### config.mk
export PLATFORM = sky130hd
export DESIGN_NAME = fb_scan_arbiter
export DESIGN_NICKNAME = d
export VERILOG_FILES = /design/src/rtl/fb_scan_arbiter.sv
export SDC_FILE = /design/constraint.sdc
export NUM_CORES = 1
export LEC_CHECK = 0
export CORE_UTILIZATION = 40
export CTS_BUF_LIST = sky130_fd_sc_hd__clkbuf_4 sky130_fd_sc_hd__clkbuf_8
export DETAILED_ROUTE_END_ITERATION = 16
export GPL_ROUTABILITY_DRIVEN = 0
export GPL_TIMING_DRIVEN = 0
export PLACE_DENSITY = 0.74
export SYNTH_ARGS = -nofsm -noshare
export SYNTH_HDL_FRONTEND = slang
export SYNTH_SLANG_ARGS = --single-unit
### constraint.sdc
create_clock -name clk -period 2.9 [get_ports clk]
set_input_delay 0.435 -clock clk [delete_from_list [all_inputs] [get_ports clk]]
set_output_delay 0.435 -clock clk [all_outputs]
set_load 0.05 [all_outputs]
### src/rtl/fb_scan_arbiter.sv
// Frame-buffer arbiter: VGA scan-out reads (fixed priority) vs edge-detector writes.
// Define FB_TEAR_LOCK_EN to confine writes to vertical blanking.
module fb_scan_arbiter #(
    parameter int IMG_W  = 200,
    parameter int IMG_H  = 200,
    parameter int ADDR_W = 16,
    parameter int PIX_W  = 1
) (
    input  logic              clk,
    input  logic              reset,
    input  logic [9:0]        counter_x,
    input  logic [9:0]        counter_y,
    input  logic              in_display_area,
    input  logic              wr_req,
    input  logic [ADDR_W-1:0] wr_addr,
    input  logic [PIX_W-1:0]  wr_data,
    output logic              wr_ack,
    output logic              mem_en,
    output logic              mem_we,
    output logic [ADDR_W-1:0] mem_addr,
    output logic [PIX_W-1:0]  mem_wdata,
    input  logic [PIX_W-1:0]  mem_rdata,
    output logic [PIX_W-1:0]  pix_out,
    output logic              pix_valid
);

    localparam logic [1:0] S_VBLANK = 2'd0;
    localparam logic [1:0] S_LINE   = 2'd1;
    localparam logic [1:0] S_HGAP   = 2'd2;

    localparam int AW1 = ADDR_W + 1;

    localparam logic [9:0]        X_LIM    = 10'(IMG_W);
    localparam logic [9:0]        Y_LIM    = 10'(IMG_H);
    localparam logic [9:0]        X_LAST   = 10'(IMG_W - 1);
    localparam logic [9:0]        Y_LAST   = 10'(IMG_H - 1);
    localparam logic [ADDR_W:0]   A_LIM    = AW1'(IMG_W * IMG_H);
    localparam logic [ADDR_W-1:0] ROW_STEP = ADDR_W'(IMG_W);

    logic [1:0]        state;
    logic [1:0]        state_nx;
    logic [ADDR_W-1:0] row_base;
    logic [ADDR_W-1:0] row_base_nx;
    logic [ADDR_W-1:0] next_row;
    logic [9:0]        y_prev;

    logic win;
    logic scan;
    logic slot;
    logic wr_go;
    logic wr_in_rng;
    logic at_row_end;
    logic frame_end;
    logic y_wrap;
    logic rd_q;

    assign win = in_display_area
               & (counter_x < X_LIM)
               & (counter_y < Y_LIM);

    // After a mid-frame reset the scan waits for line 0 of the next frame.
    assign scan = win
                & ((state != S_VBLANK) | (counter_y == '0));

    assign wr_in_rng  = {1'b0, wr_addr} < A_LIM;
    assign at_row_end = counter_x == X_LAST;
    assign frame_end  = ~scan
                      & (state != S_VBLANK)
                      & (counter_y >= Y_LIM);
    assign y_wrap     = ~win
                      & (counter_y == '0)
                      & (y_prev != '0);

    assign next_row = (counter_y == Y_LAST)
                    ? '0
                    : row_base + ROW_STEP;

`ifdef FB_TEAR_LOCK_EN
    assign slot = ~scan & (state == S_VBLANK);
`else
    assign slot = ~scan;
`endif

    // While wr_ack is high the request on the bus is the one just served.
    assign wr_go = wr_req & slot & ~wr_ack;

    always_comb begin
        state_nx    = state;
        row_base_nx = row_base;
        unique case (1'b1)
            y_wrap: begin
                state_nx    = S_VBLANK;
                row_base_nx = '0;
            end
            scan & at_row_end: begin
                state_nx    = S_HGAP;
                row_base_nx = next_row;
            end
            scan & ~at_row_end: begin
                state_nx = S_LINE;
            end
            frame_end: begin
                state_nx    = S_VBLANK;
                row_base_nx = '0;
            end
            default: begin
            end
        endcase
    end

    always_ff @(posedge clk) begin
        if (reset) begin
            state     <= S_VBLANK;
            row_base  <= '0;
            y_prev    <= '0;
            wr_ack    <= 1'b0;
            mem_en    <= 1'b0;
            mem_we    <= 1'b0;
            mem_addr  <= '0;
            mem_wdata <= '0;
            rd_q      <= 1'b0;
            pix_out   <= '0;
            pix_valid <= 1'b0;
        end else begin
            state    <= state_nx;
            row_base <= row_base_nx;
            y_prev   <= counter_y;
            wr_ack   <= wr_go;

            unique case (1'b1)
                scan: begin
                    mem_en   <= 1'b1;
                    mem_we   <= 1'b0;
                    mem_addr <= row_base + ADDR_W'(counter_x);
                end
                wr_go: begin
                    // Out-of-range writes are acked but never reach the RAM.
                    mem_en    <= wr_in_rng;
                    mem_we    <= wr_in_rng;
                    mem_addr  <= wr_addr;
                    mem_wdata <= wr_data;
                end
                default: begin
                    mem_en <= 1'b0;
                    mem_we <= 1'b0;
                end
            endcase

            rd_q      <= mem_en & ~mem_we;
            pix_valid <= rd_q;
            pix_out   <= rd_q ? mem_rdata : '0;
        end
    end

endmodule

==> qor.txt, run 1 <==
================================================================================
Slew of the pin with the lowest slew margin                            0.6071 ns
Area of the core region                                             0.005991 mm^2
Warnings, synthesis                                                            0
Maximum fanout along the worst path                                            8
EDFF count, synth                                                              0
Maximum clock skew at final layout                                   0.005079 ns
CP startpoint                                                       counter_y[7]
Count of TritonRoute iterations in the first routing pass                      4
Flop and latch count out of synthesis                                         48
Grt ovf                                                                        0
FFs w/ async S/R, synth                                                       0%
Startpoint of the most critical register-to-register path           row_base[6]$_SDFFE_PP0P_
Portion of the post-synthesis area used by sequential elements            38.34%
DRT Wirelength                                                           6885 um
P_leak                                                                  1.241 nW
Dominant cells by area after synthesis                              sky130_fd_sc_hd__dfxtp_1 (38%), sky130_fd_sc_hd__nand2_1 (7.0%), sky130_fd_sc_hd__mux2i_1 (4.4%), sky130_fd_sc_hd__ha_1 (4.0%), sky130_fd_sc_hd__nand3_1 (3.8%)
Drt first-iter violations                                                     85
Worst rel slew slack                                                      59.19%
VDD IR-drop max                                                        0.2848 mV
Initial standard-cell utilization of the core                             41.83%
Mapped Cells                                                                 300
Aggregate global-route resource usage                                     21.95%
Net Count, Synth                                                             350
Total via count after detailed routing                                      2483
Number of inserted filler cells in the final layout                          544
Cell depth of the worst setup path                                             7
Synth Area per Inst                                                   8.354 um^2
Top-Level Pins                                                                64
Data required time at the worst endpoint                                 3.14 ns
Worst-path clk slew                                                      0.09 ns
Maximum clock frequency                                                364.5 MHz
Setup repair after global routing missed its margin                           no
Leading post-synthesis cells by instance count                      sky130_fd_sc_hd__dfxtp_1 (48), sky130_fd_sc_hd__nand2_1 (47), sky130_fd_sc_hd__nand3_1 (19)
Result of the run                                                   complete, no violations
Standard-cell row count                                                       28
Total design power                                                      1.536 mW
# port buffers                                                                63
CTS Buffer Depth                                                               2
R2R depth                                                                      6
CTS Root Cell                                                       sky130_fd_sc_hd__clkbuf_8
Pwr dens                                                            453.3 mW/mm^2
Maximum number of pins on one net before global-route repair                  17
Number of diodes                                                               0
Fraction of the core area covered by cells at the end of the flow         56.58%
Kind of capture point of the worst setup path                          flip-flop
First-pass GRT wire length                                              11150 um
Flip-flop cell with the highest count after synthesis               sky130_fd_sc_hd__dfxtp_1
Final setup violation count                                                    0
CTS sink count                                                                48
Post-synthesis cell type count                                                45
Average detailed-routed wire length per instance                        15.37 um
CP Class                                                            input port to flip-flop
List of cells traversed by the critical path                        clkdlybuf4s50_1 -> or4_1 -> nor4_4 -> buf_4 -> o2111ai_2 -> a2111oi_2 -> mux2i_1
Tmin final                                                              2.743 ns
Hold Violations, Final                                                         0
Via density                                                                5.542
Launching element type of the critical path                           input port
Insertion delay of the later-clocked pin in the worst-skew pair          0.31 ns
Post-DP HPWL                                                             5276 um
DIE AREA                                                            0.006586 mm^2
DIE HEIGHT                                                              81.16 um
Total DRC errors in the routed layout                                          0
Inserted Clock Buffers                                                         5
End of the worst register-to-register path                          mem_addr[15]$_SDFFE_PP0P_
Die X                                                                   81.16 um
Max_cap viols                                                                  0
Arrival time at the worst endpoint                                       2.99 ns
Fraction of layout cells with a size suffix above 1                       6.434%
Post-synth top area share                                                 38.34%
Number of buffers added to fix hold violations after cts                       0
Critical-path cell with the highest stage delay                     sky130_fd_sc_hd__or4_1
Number of antenna violations at the first check in global routing              0
Setup slack of the worst register-to-register path                       0.86 ns
Total count of max-transition violations in the final report                   0
Setup crit end                                                      row_base[12]$_SDFFE_PP0P_
TritonCTS clock tree                                                       built
Top delay family on crit path                                       simple AND/OR/NAND/NOR gates
Final worst path period share                                             94.60%
Class of the tightest hold or removal check                         flip-flop to flip-flop
Relative area change from synthesis to final layout                       35.25%
Number of buffers and inverters on the critical path                           2
Max H-tree Level                                                               2
Most frequent cell after synthesis                                  sky130_fd_sc_hd__dfxtp_1
Number of antenna-violating nets in the routed design                          0
Final net count                                                              422
Post-synthesis instance area                                        0.002506 mm^2
Biggest area consumer among synthesized cells                       sky130_fd_sc_hd__dfxtp_1
CP peak stage delay                                                      0.61 ns
Via count of the first global-routing pass                                  2371
================================================================================
per-layer routing:
metal	global-route usage [%]	wire, um
met1	27.30	3113
met3	3.034	318
met4	7.500	100
met2	38.57	3352
met5	0	0
worst min path at each step:
stage | start | to | cells after the start | slack (ns)
3_3_place_gp | mem_we$_SDFF_PP0_ | rd_q$_SDFF_PP0_ | 1 | 0.41
2_1_floorplan | rd_q$_SDFF_PP0_ | pix_valid$_SDFF_PP0_ | 1 | 0.44
3_5_place_dp | mem_we$_SDFF_PP0_ | rd_q$_SDFF_PP0_ | 1 | 0.41
4_1_cts | mem_we$_SDFF_PP0_ | rd_q$_SDFF_PP0_ | 1 | 0.43
5_1_grt | mem_we$_SDFF_PP0_ | rd_q$_SDFF_PP0_ | 1 | 0.47
6_report | mem_we$_SDFF_PP0_ | rd_q$_SDFF_PP0_ | 1 | 0.42
sequential cells by signal, indices dropped and copies added (netlist names):
register / flops
mem_addr: 16
mem_en: 1
mem_wdata: 1
mem_we: 1
pix_out: 1
pix_valid: 1
rd_q: 1
row_base: 13
state: 2
wr_ack: 1
y_prev: 10
layout by cell type, fill, tap and decap left out, drive strengths merged, types with 7 or more instances in the layout:
master,synthesis,final
mux2i,11,11
nand2,47,47
a21oi,17,17
nand3,19,19
dfxtp,48,48
clkdlybuf4s50,0,63
nor2,17,17
ha,8,8
a311oi,8,8
a211oi,8,8
o21ai,9,9
nand3b,10,10
nor2b,12,12
clkbuf,17,22
xor2,7,7
cell type report:
class                   instances  area (um^2)  share of cell area (%)
well taps                      75        93.84                   2.769
inverters                       3        11.26                  0.3322
multi-input cells             231         1470                   43.37
clock buffers                   5        68.82                   2.030
clock inverters                 3        68.82                   2.030
repair buffers                 65        645.6                   19.05
plain buffers                  18        70.07                   2.067
flip-flops and latches         48        960.9                   28.35
kinds of logic after synthesis:
logic type	synth area share, %
xor+xnor	2.796
simple gates	28.71
buf+inv	3.245
compound gates	18.52
fa+ha+maj	3.994
flops	38.34
mux	4.394
through the flow:
| step | hold slack (ns) | setup WS (ns) | setup TNS (ns) | cells | cell area (um^2) |
|---|---|---|---|---|---|
| floorplan | 0.4391 | 0.6485 | 0 | 300 | 2506 |
| global placement | 0.4143 | -0.3093 | -3.006 | 438 | 3231 |
| detailed placement | 0.4123 | -0.3517 | -3.243 | 438 | 3231 |
| CTS | 0.4259 | 0.1292 | 0 | 446 | 3374 |
| global route | 0.4678 | 0.04858 | 0 | 448 | 3390 |
| finish | 0.4220 | 0.1566 | 0 | 448 | 3390 |
what timing repair did:
action	4_1_cts	5_1_grt
setup endpoints to repair	4	1
endpoints found under the hold margin	0	0
pin swaps	0	1
buffers inserted	0	2
cloned	0	0
resized for setup	1	0
power by group:
part           switching (mW)  total, mW  internal (mW)
logic                   0.139      0.250          0.112
registers              0.0110      0.694          0.683
clock network           0.245      0.592          0.347
(Power assumes the default switching activity.)
==> run 2, diff against run 1 <==
--- a/config.mk
+++ b/config.mk
@@ -5,12 +5,12 @@
 export SDC_FILE = /design/constraint.sdc
 export NUM_CORES = 1
 export LEC_CHECK = 0
-export CORE_UTILIZATION = 40
+export CORE_UTILIZATION = 35
 export CTS_BUF_LIST = sky130_fd_sc_hd__clkbuf_4 sky130_fd_sc_hd__clkbuf_8
 export DETAILED_ROUTE_END_ITERATION = 16
 export GPL_ROUTABILITY_DRIVEN = 0
 export GPL_TIMING_DRIVEN = 0
-export PLACE_DENSITY = 0.74
+export PLACE_DENSITY = 0.67
 export SYNTH_ARGS = -nofsm -noshare
 export SYNTH_HDL_FRONTEND = slang
 export SYNTH_SLANG_ARGS = --single-unit
==> constraint.sdc (replaced) <==
create_clock -name clk -period 2.8 [get_ports clk]
set_input_delay 0.42 -clock clk [delete_from_list [all_inputs] [get_ports clk]]
set_output_delay 0.42 -clock clk [all_outputs]
set_load 0.05 [all_outputs]
==> run 2 against run 1 <==
Power rose by 3.3%. Flip-flop and latch count did not move. Die area rose by 14%. Combinational power rose by 5%. Sequential power rose by 3.5%. Final area rose by 0.70%. Critical path depth rose by 1. Highest routed layer unchanged.
==> qor.txt, run 2 (same netlist as run 1, synthesis figures left out) <==
==================================================================================
Fraction of layout cells with a size suffix above 1                         6.452%   +0.017 points
Data required time at the worst endpoint                                   3.04 ns   -0.10 ns
Result of the run                                                     complete, no violations
Sum of met2 wire segment lengths after detailed routing                    3209 um   -4.3%
First-pass GRT wire length                                                11630 um   +4.3%
CTS Buffer Depth                                                                 2   unchanged
# port buffers                                                                  63   unchanged
Final instance area                                                   0.003413 mm^2   +0.70%
Power share of the sequential group                                          45.2%   about the same
Count of TritonRoute iterations in the first routing pass                        5   +1
Switching pwr                                                            0.4053 mW   +2.6%
Hold Violations, Final                                                           0   unchanged
CTS Root Cell                                                         sky130_fd_sc_hd__clkbuf_8
Total DRC errors in the routed layout                                            0   unchanged
Kind of capture point of the worst setup path                            flip-flop
Fraction of the core area covered by cells at the end of the flow           49.69%   -6.9 points
P_leak                                                                    1.237 nW   -0.29%
Number of antenna violations at the first check in global routing                0   unchanged
Top delay family on crit path                                         buffers and inverters
Worst-path clk slew                                                        0.10 ns   about the same
Final net count                                                                421   -0.24%
List of cells traversed by the critical path                          clkdlybuf4s50_1 -> or4_1 -> nor4_4 -> buf_4 -> o2111ai_2 -> buf_2 -> a21oi_1 -> mux2i_1
Insertion delay of the later-clocked pin in the worst-skew pair            0.31 ns   about the same
Final hold slack                                                         0.4313 ns   +0.009313 ns
Number of inserted filler cells in the final layout                            686   +26%
Most common cell after layout, fill and taps aside                    sky130_fd_sc_hd__clkdlybuf4s50_1
Number of diodes                                                                 0   unchanged
Tmin final                                                                2.749 ns
Total met3 wirelength after detailed routing                                489 um   +54%
Standard cell area after detailed placement                           0.003257 mm^2   +0.81%
Area of the core region                                               0.006869 mm^2   +15%
Number of antenna-violating nets in the routed design                            0   unchanged
Via density                                                                  5.303   -4.3%
DIE HEIGHT                                                                86.62 um   +6.7%
Class of the tightest hold or removal check                           flip-flop to flip-flop
TritonCTS clock tree                                                         built
Aggregate global-route resource usage                                       19.59%   -2.4 points
Max H-tree Level                                                                 2   unchanged
DIE AREA                                                              0.007503 mm^2   +14%
Drt first-iter violations                                                      139   +64%
Die X                                                                     86.62 um   +6.7%
Gate power share                                                             16.5%   +0.2 points
Initial standard-cell utilization of the core                               36.48%   -5.3 points
Via count of the first global-routing pass                                    2392   +0.89%
Grt ovf                                                                          0   unchanged
Met1 Wirelength                                                            3352 um   +7.7%
CP peak stage delay                                                        0.61 ns   about the same
Flip-flop count of the largest register, all copies and words added             16   unchanged
Final setup violation count                                                      0   unchanged
Final Worst Setup Slack                                                 0.05070 ns   -0.1059 ns
Maximum clock skew at final layout                                      0.01198 ns   +0.006900 ns
Internal Pwr Total                                                        1.182 mW   +3.6%
Maximum clock frequency                                                  363.7 MHz
Worst rel slew slack                                                        56.67%   -2.5 points
Top reg by flops                                                          mem_addr
Maximum number of pins on one net before global-route repair                    17   unchanged
Average detailed-routed wire length per instance                          15.18 um   -1.3%
Number of buffers and inverters on the critical path                             3   +1
Highest routing layer actually used                                           met4
Total via count after detailed routing                                        2482   -0.040%
CP Class                                                              input port to flip-flop
Pwr dens                                                              465.1 mW/mm^2   +2.6%
CTS sink count                                                                  48   unchanged
Total count of max-transition violations in the final report                     0   unchanged
Post-DP HPWL                                                               5406 um   +2.5%
Top-Level Pins                                                                  64   unchanged
Relative area change from synthesis to final layout                         36.20%
Standard-cell row count                                                         30   +7.1%
Arrival time at the worst endpoint                                         2.99 ns   about the same
Setup repair after global routing missed its margin                            yes
Max_cap viols                                                                    0   unchanged
Inserted Clock Buffers                                                           5   unchanged
Launching element type of the critical path                             input port
Worst Setup Slack post-DPL                                              -0.4456 ns   -0.09385 ns
DRT Wirelength                                                             7102 um   +3.2%
Leading cell types in the layout, fill and taps excluded              sky130_fd_sc_hd__clkdlybuf4s50_1 (63), sky130_fd_sc_hd__dfxtp_1 (48), sky130_fd_sc_hd__nand2_1 (47)
Switching power share of the total                                          25.53%   -0.17 points
Slew of the pin with the lowest slew margin                              0.6445 ns   +0.03740 ns
Largest registers in the final layout                                 mem_addr (16), row_base (13), y_prev (10)
Power share of the clock group                                               38.3%   -0.3 points
Critical-path cell with the highest stage delay                       sky130_fd_sc_hd__or4_1
Final worst path period share                                               98.19%
VDD IR-drop max                                                          0.2273 mV   -20%
Maximum fanout along the worst path                                             10   +2
==================================================================================
==> run 2: changes by cell type in the layout (fill, tap and decap cells not counted), sizes merged <==
cell  before  now
buf        3    2
==> run 2: path summary, 6_finish.rpt <==
kind,startpoint,endpoint,slack [ns],cells after the start
worst max-delay path,counter_y[7],row_base[11]$_SDFFE_PP0P_,0.05,8
worst min-delay path,mem_we$_SDFF_PP0_,rd_q$_SDFF_PP0_,0.43,1
worst max register to register,row_base[6]$_SDFFE_PP0P_,mem_addr[14]$_SDFFE_PP0P_,0.68,6
worst min register to register,mem_we$_SDFF_PP0_,rd_q$_SDFF_PP0_,0.43,1
==> run 2: area by class of cell <==
type                       count  area (um^2)  area share [%]
multi-input combinational    231         1475           43.22
sequential                    48        960.9           28.15
timing repair buffer          64        638.1           18.70
tap                           96        120.1           3.519
buffer                        18        70.07           2.053
clock buffer                   5        68.82           2.016
clock inverter                 3        68.82           2.016
inverter                       3        11.26          0.3299
==> run 2: metrics by stage <==
stage | std cells | power [mW] | TNS [ns]
after global placement | 459 | 0.9908 | -6.422
final | 468 | 1.588 | 0
after CTS | 467 | 1.599 | 0
after detailed placement | 459 | 0.9928 | -6.190
after floorplan | 300 | 0.8665 | 0
after global routing | 468 | 1.644 | -0.09250
==> run 2: routing by layer <==
metal,vias to the layer above,global-route usage [%]
met5,-,0
met4,0,4.848
met3,6,3.333
met2,77,32.18
met1,1163,26.72
li1,1236,-
==> run 2: power by group through the flow <==
stage          clock, mW  sequential [mW]  combinational (mW)
2_1_floorplan          0            0.791              0.0759
3_3_place_gp           0            0.733               0.258
3_5_place_dp           0            0.734               0.259
4_1_cts            0.620            0.718               0.261
5_1_grt            0.645            0.720               0.279
6_report           0.609            0.718               0.262
==> run 2: worst register-to-register path: cells and delay by family, from the launching register on <==
kind / cells / cell delay (ns)
DFF: 1 / 0.38
adders and majority gates: 1 / 0.37
AOI/OAI and AO/OA: 2 / 0.55
and+or+nand+nor: 3 / 0.73
==> run 2: timing repair <==
item / CTS / global route
buffers inserted: 0 / 1
pin swaps: 0 / 1
gates resized for setup: 1 / 1
setup endpoints to repair: 10 / 22
hold buffers: 0 / 0
cloned: 0 / 0
==> run 3, diff against run 2 <==
--- a/config.mk
+++ b/config.mk
@@ -10,7 +10,8 @@
 export DETAILED_ROUTE_END_ITERATION = 16
 export GPL_ROUTABILITY_DRIVEN = 0
 export GPL_TIMING_DRIVEN = 0
-export PLACE_DENSITY = 0.67
+export PLACE_DENSITY_LB_ADDON = 0.15
+export SKIP_LAST_GASP = 1
 export SYNTH_ARGS = -nofsm -noshare
 export SYNTH_HDL_FRONTEND = slang
 export SYNTH_SLANG_ARGS = --single-unit
==> run 3 against run 2 <==
Utilization fell by 0.66 points. Wire length fell by 4.6%. Combinational power fell by 2%. Via count fell by 0.97%. Highest routed layer unchanged. Critical path depth fell by 1. Sequential power barely moved.
==> qor.txt, run 3 (same netlist as run 1, synthesis figures left out) <==
==================================================================================
Number of antenna-violating nets in the routed design                            0   unchanged
Grt ovf                                                                          0   unchanged
CTS sink count                                                                  48   unchanged
CTS Root Cell                                                         sky130_fd_sc_hd__clkbuf_8
VDD IR-drop max                                                          0.2678 mV   +18%
Area of the core region                                               0.006869 mm^2   unchanged
CP Class                                                              input port to flip-flop
Count of TritonRoute iterations in the first routing pass                        4   -1
Class of the tightest hold or removal check                           flip-flop to flip-flop
Setup repair after global routing missed its margin                             no
Final setup violation count                                                      0   unchanged
# port buffers                                                                  63   unchanged
Aggregate global-route resource usage                                       19.16%   -0.42 points
Total DRC errors in the routed layout                                            0   unchanged
Worst-path clk slew                                                        0.09 ns   about the same
Maximum clock skew at final layout                                     0.007289 ns   -0.004690 ns
Max H-tree Level                                                                 2   unchanged
Standard-cell row count                                                         30   unchanged
Result of the run                                                     complete, no violations
Flip-flop count of the largest register, all copies and words added             16   unchanged
Number of diodes                                                                 0   unchanged
CTS Buffer Depth                                                                 2   unchanged
Kind of capture point of the worst setup path                            flip-flop
Drt first-iter violations                                                      138   -0.72%
Fraction of layout cells with a size suffix above 1                         6.183%   -0.27 points
Tmin final                                                                2.705 ns   -0.04414 ns
Relative area change from synthesis to final layout                         34.40%
Average detailed-routed wire length per instance                          14.48 um   -4.6%
Final net count                                                                421   unchanged
Pwr dens                                                              421.8 mW/mm^2   -9.3%
Maximum number of pins on one net before global-route repair                    15   -2
Hold Violations, Final                                                           0   unchanged
Initial standard-cell utilization of the core                               36.48%   unchanged
Most common cell after layout, fill and taps aside                    sky130_fd_sc_hd__clkdlybuf4s50_1
Arrival time at the worst endpoint                                         2.94 ns   -0.05 ns
Largest registers in the final layout                                 mem_addr (16), row_base (13), y_prev (10)
Post-DP HPWL                                                               5242 um   -3.0%
Power share of the clock group                                               31.3%   -7.0 points
DRT Wirelength                                                             6778 um   -4.6%
Worst rel slew slack                                                        55.57%   -1.1 points
Gate power share                                                             18.2%   +1.7 points
P_leak                                                                    1.215 nW   -1.8%
TritonCTS clock tree                                                         built
Die X                                                                     86.62 um   unchanged
Switching power share of the total                                          27.28%   +1.8 points
DIE HEIGHT                                                                86.62 um   unchanged
Launching element type of the critical path                             input port
Insertion delay of the later-clocked pin in the worst-skew pair            0.30 ns   about the same
Data required time at the worst endpoint                                   3.04 ns   about the same
Final worst path period share                                               96.61%   -1.6 points
Top-Level Pins                                                                  64   unchanged
Top reg by flops                                                          mem_addr
Final instance area                                                   0.003368 mm^2   -1.3%
DIE AREA                                                              0.007503 mm^2   unchanged
Via count of the first global-routing pass                                    2335   -2.4%
Slew of the pin with the lowest slew margin                              0.6609 ns   +0.01640 ns
Number of buffers added to fix hold violations after cts                         0   unchanged
Total count of max-transition violations in the final report                     0   unchanged
First-pass GRT wire length                                                11150 um   -4.2%
Via density                                                                  5.252   -0.97%
Switching pwr                                                            0.3876 mW   -4.4%
Total via count after detailed routing                                        2458   -0.97%
Power share of the sequential group                                          50.5%   +5.3 points
Internal Pwr Total                                                        1.033 mW   -13%
Number of antenna violations at the first check in global routing                0   unchanged
Leading cell types in the layout, fill and taps excluded              sky130_fd_sc_hd__clkdlybuf4s50_1 (63), sky130_fd_sc_hd__dfxtp_1 (48), sky130_fd_sc_hd__nand2_1 (47)
Maximum clock frequency                                                  369.7 MHz   +1.6%
Maximum fanout along the worst path                                              8   -2
Max_cap viols                                                                    0   unchanged
Inserted Clock Buffers                                                           5   unchanged
Fraction of the core area covered by cells at the end of the flow           49.03%   -0.66 points
Standard cell area after detailed placement                           0.003257 mm^2   unchanged
==================================================================================
[run 3: path summary, 6_finish.rpt]
path              cells past startpoint                        end                     start  slack (ns)
hold / removal                        1            rd_q$_SDFF_PP0_         mem_we$_SDFF_PP0_        0.42
setup reg to reg                      6  mem_addr[15]$_SDFFE_PP0P_  row_base[6]$_SDFFE_PP0P_        0.72
hold reg to reg                       1            rd_q$_SDFF_PP0_         mem_we$_SDFF_PP0_        0.42
setup / recovery                      7  row_base[12]$_SDFFE_PP0P_              counter_y[7]        0.09
[run 3: cell type report]
| cell class | count | area [um^2] |
|---|---|---|
| Buffer | 18 | 70.07 |
| Clock inverter | 1 | 7.507 |
| Inverter | 3 | 11.26 |
| Timing Repair Buffer | 64 | 638.1 |
| Fill cell | 698 | 3501 |
| Tap cell | 96 | 120.1 |
| Sequential cell | 48 | 960.9 |
| Clock buffer | 7 | 90.09 |
| Multi-Input combinational cell | 231 | 1470 |
[run 3: per-layer routing]
layer | share of wire (%) | GRT usage [%] | wire length (um) | vias to the layer above
met2 | 46 | 31.96 | 3114 | 68
met1 | 48 | 25.37 | 3270 | 1146
met4 | 0.90 | 4.545 | 61 | 0
li1 | - | - | - | 1240
met3 | 4.9 | 4.000 | 332 | 4
met5 | 0 | 0 | 0 | -
[run 3: what timing repair did]
action / 4_1_cts / 5_1_grt
setup endpoints to repair: 10 / 10
resized for setup: 1 / 0
pin swaps: 0 / 1
hold endpoints to repair: 0 / 0
setup buffers: 0 / 1
[run 3: worst max-delay path: stages]
cell	delay, ns
sky130_fd_sc_hd__clkdlybuf4s50_1	0.50
sky130_fd_sc_hd__or4_1	0.60
sky130_fd_sc_hd__nor4_4	0.22
sky130_fd_sc_hd__buf_4	0.20
sky130_fd_sc_hd__o2111ai_2	0.27
sky130_fd_sc_hd__a2111oi_2	0.49
sky130_fd_sc_hd__mux2i_1	0.23
[run 3: power groups by stage]
stage	clock [mW]	sequential (mW)	combinational, mW
5_1_grt	0.490	0.720	0.278
3_3_place_gp	0	0.734	0.258
2_1_floorplan	0	0.791	0.0759
3_5_place_dp	0	0.734	0.259
6_report	0.444	0.718	0.258
4_1_cts	0.455	0.718	0.260
[run 3: metrics by stage]
step | std cells | hold WS, ns | setup WS [ns] | setup TNS [ns] | total power, mW
2_1_floorplan | 300 | 0.4391 | 0.5635 | 0 | 0.8665
3_3_place_gp | 459 | 0.4087 | -0.3829 | -5.937 | 0.9917
3_5_place_dp | 459 | 0.4146 | -0.4243 | -6.002 | 0.9927
4_1_cts | 467 | 0.4273 | 0.04935 | 0 | 1.433
5_1_grt | 468 | 0.4533 | 0.005095 | 0 | 1.489
6_report | 468 | 0.4234 | 0.09484 | 0 | 1.421
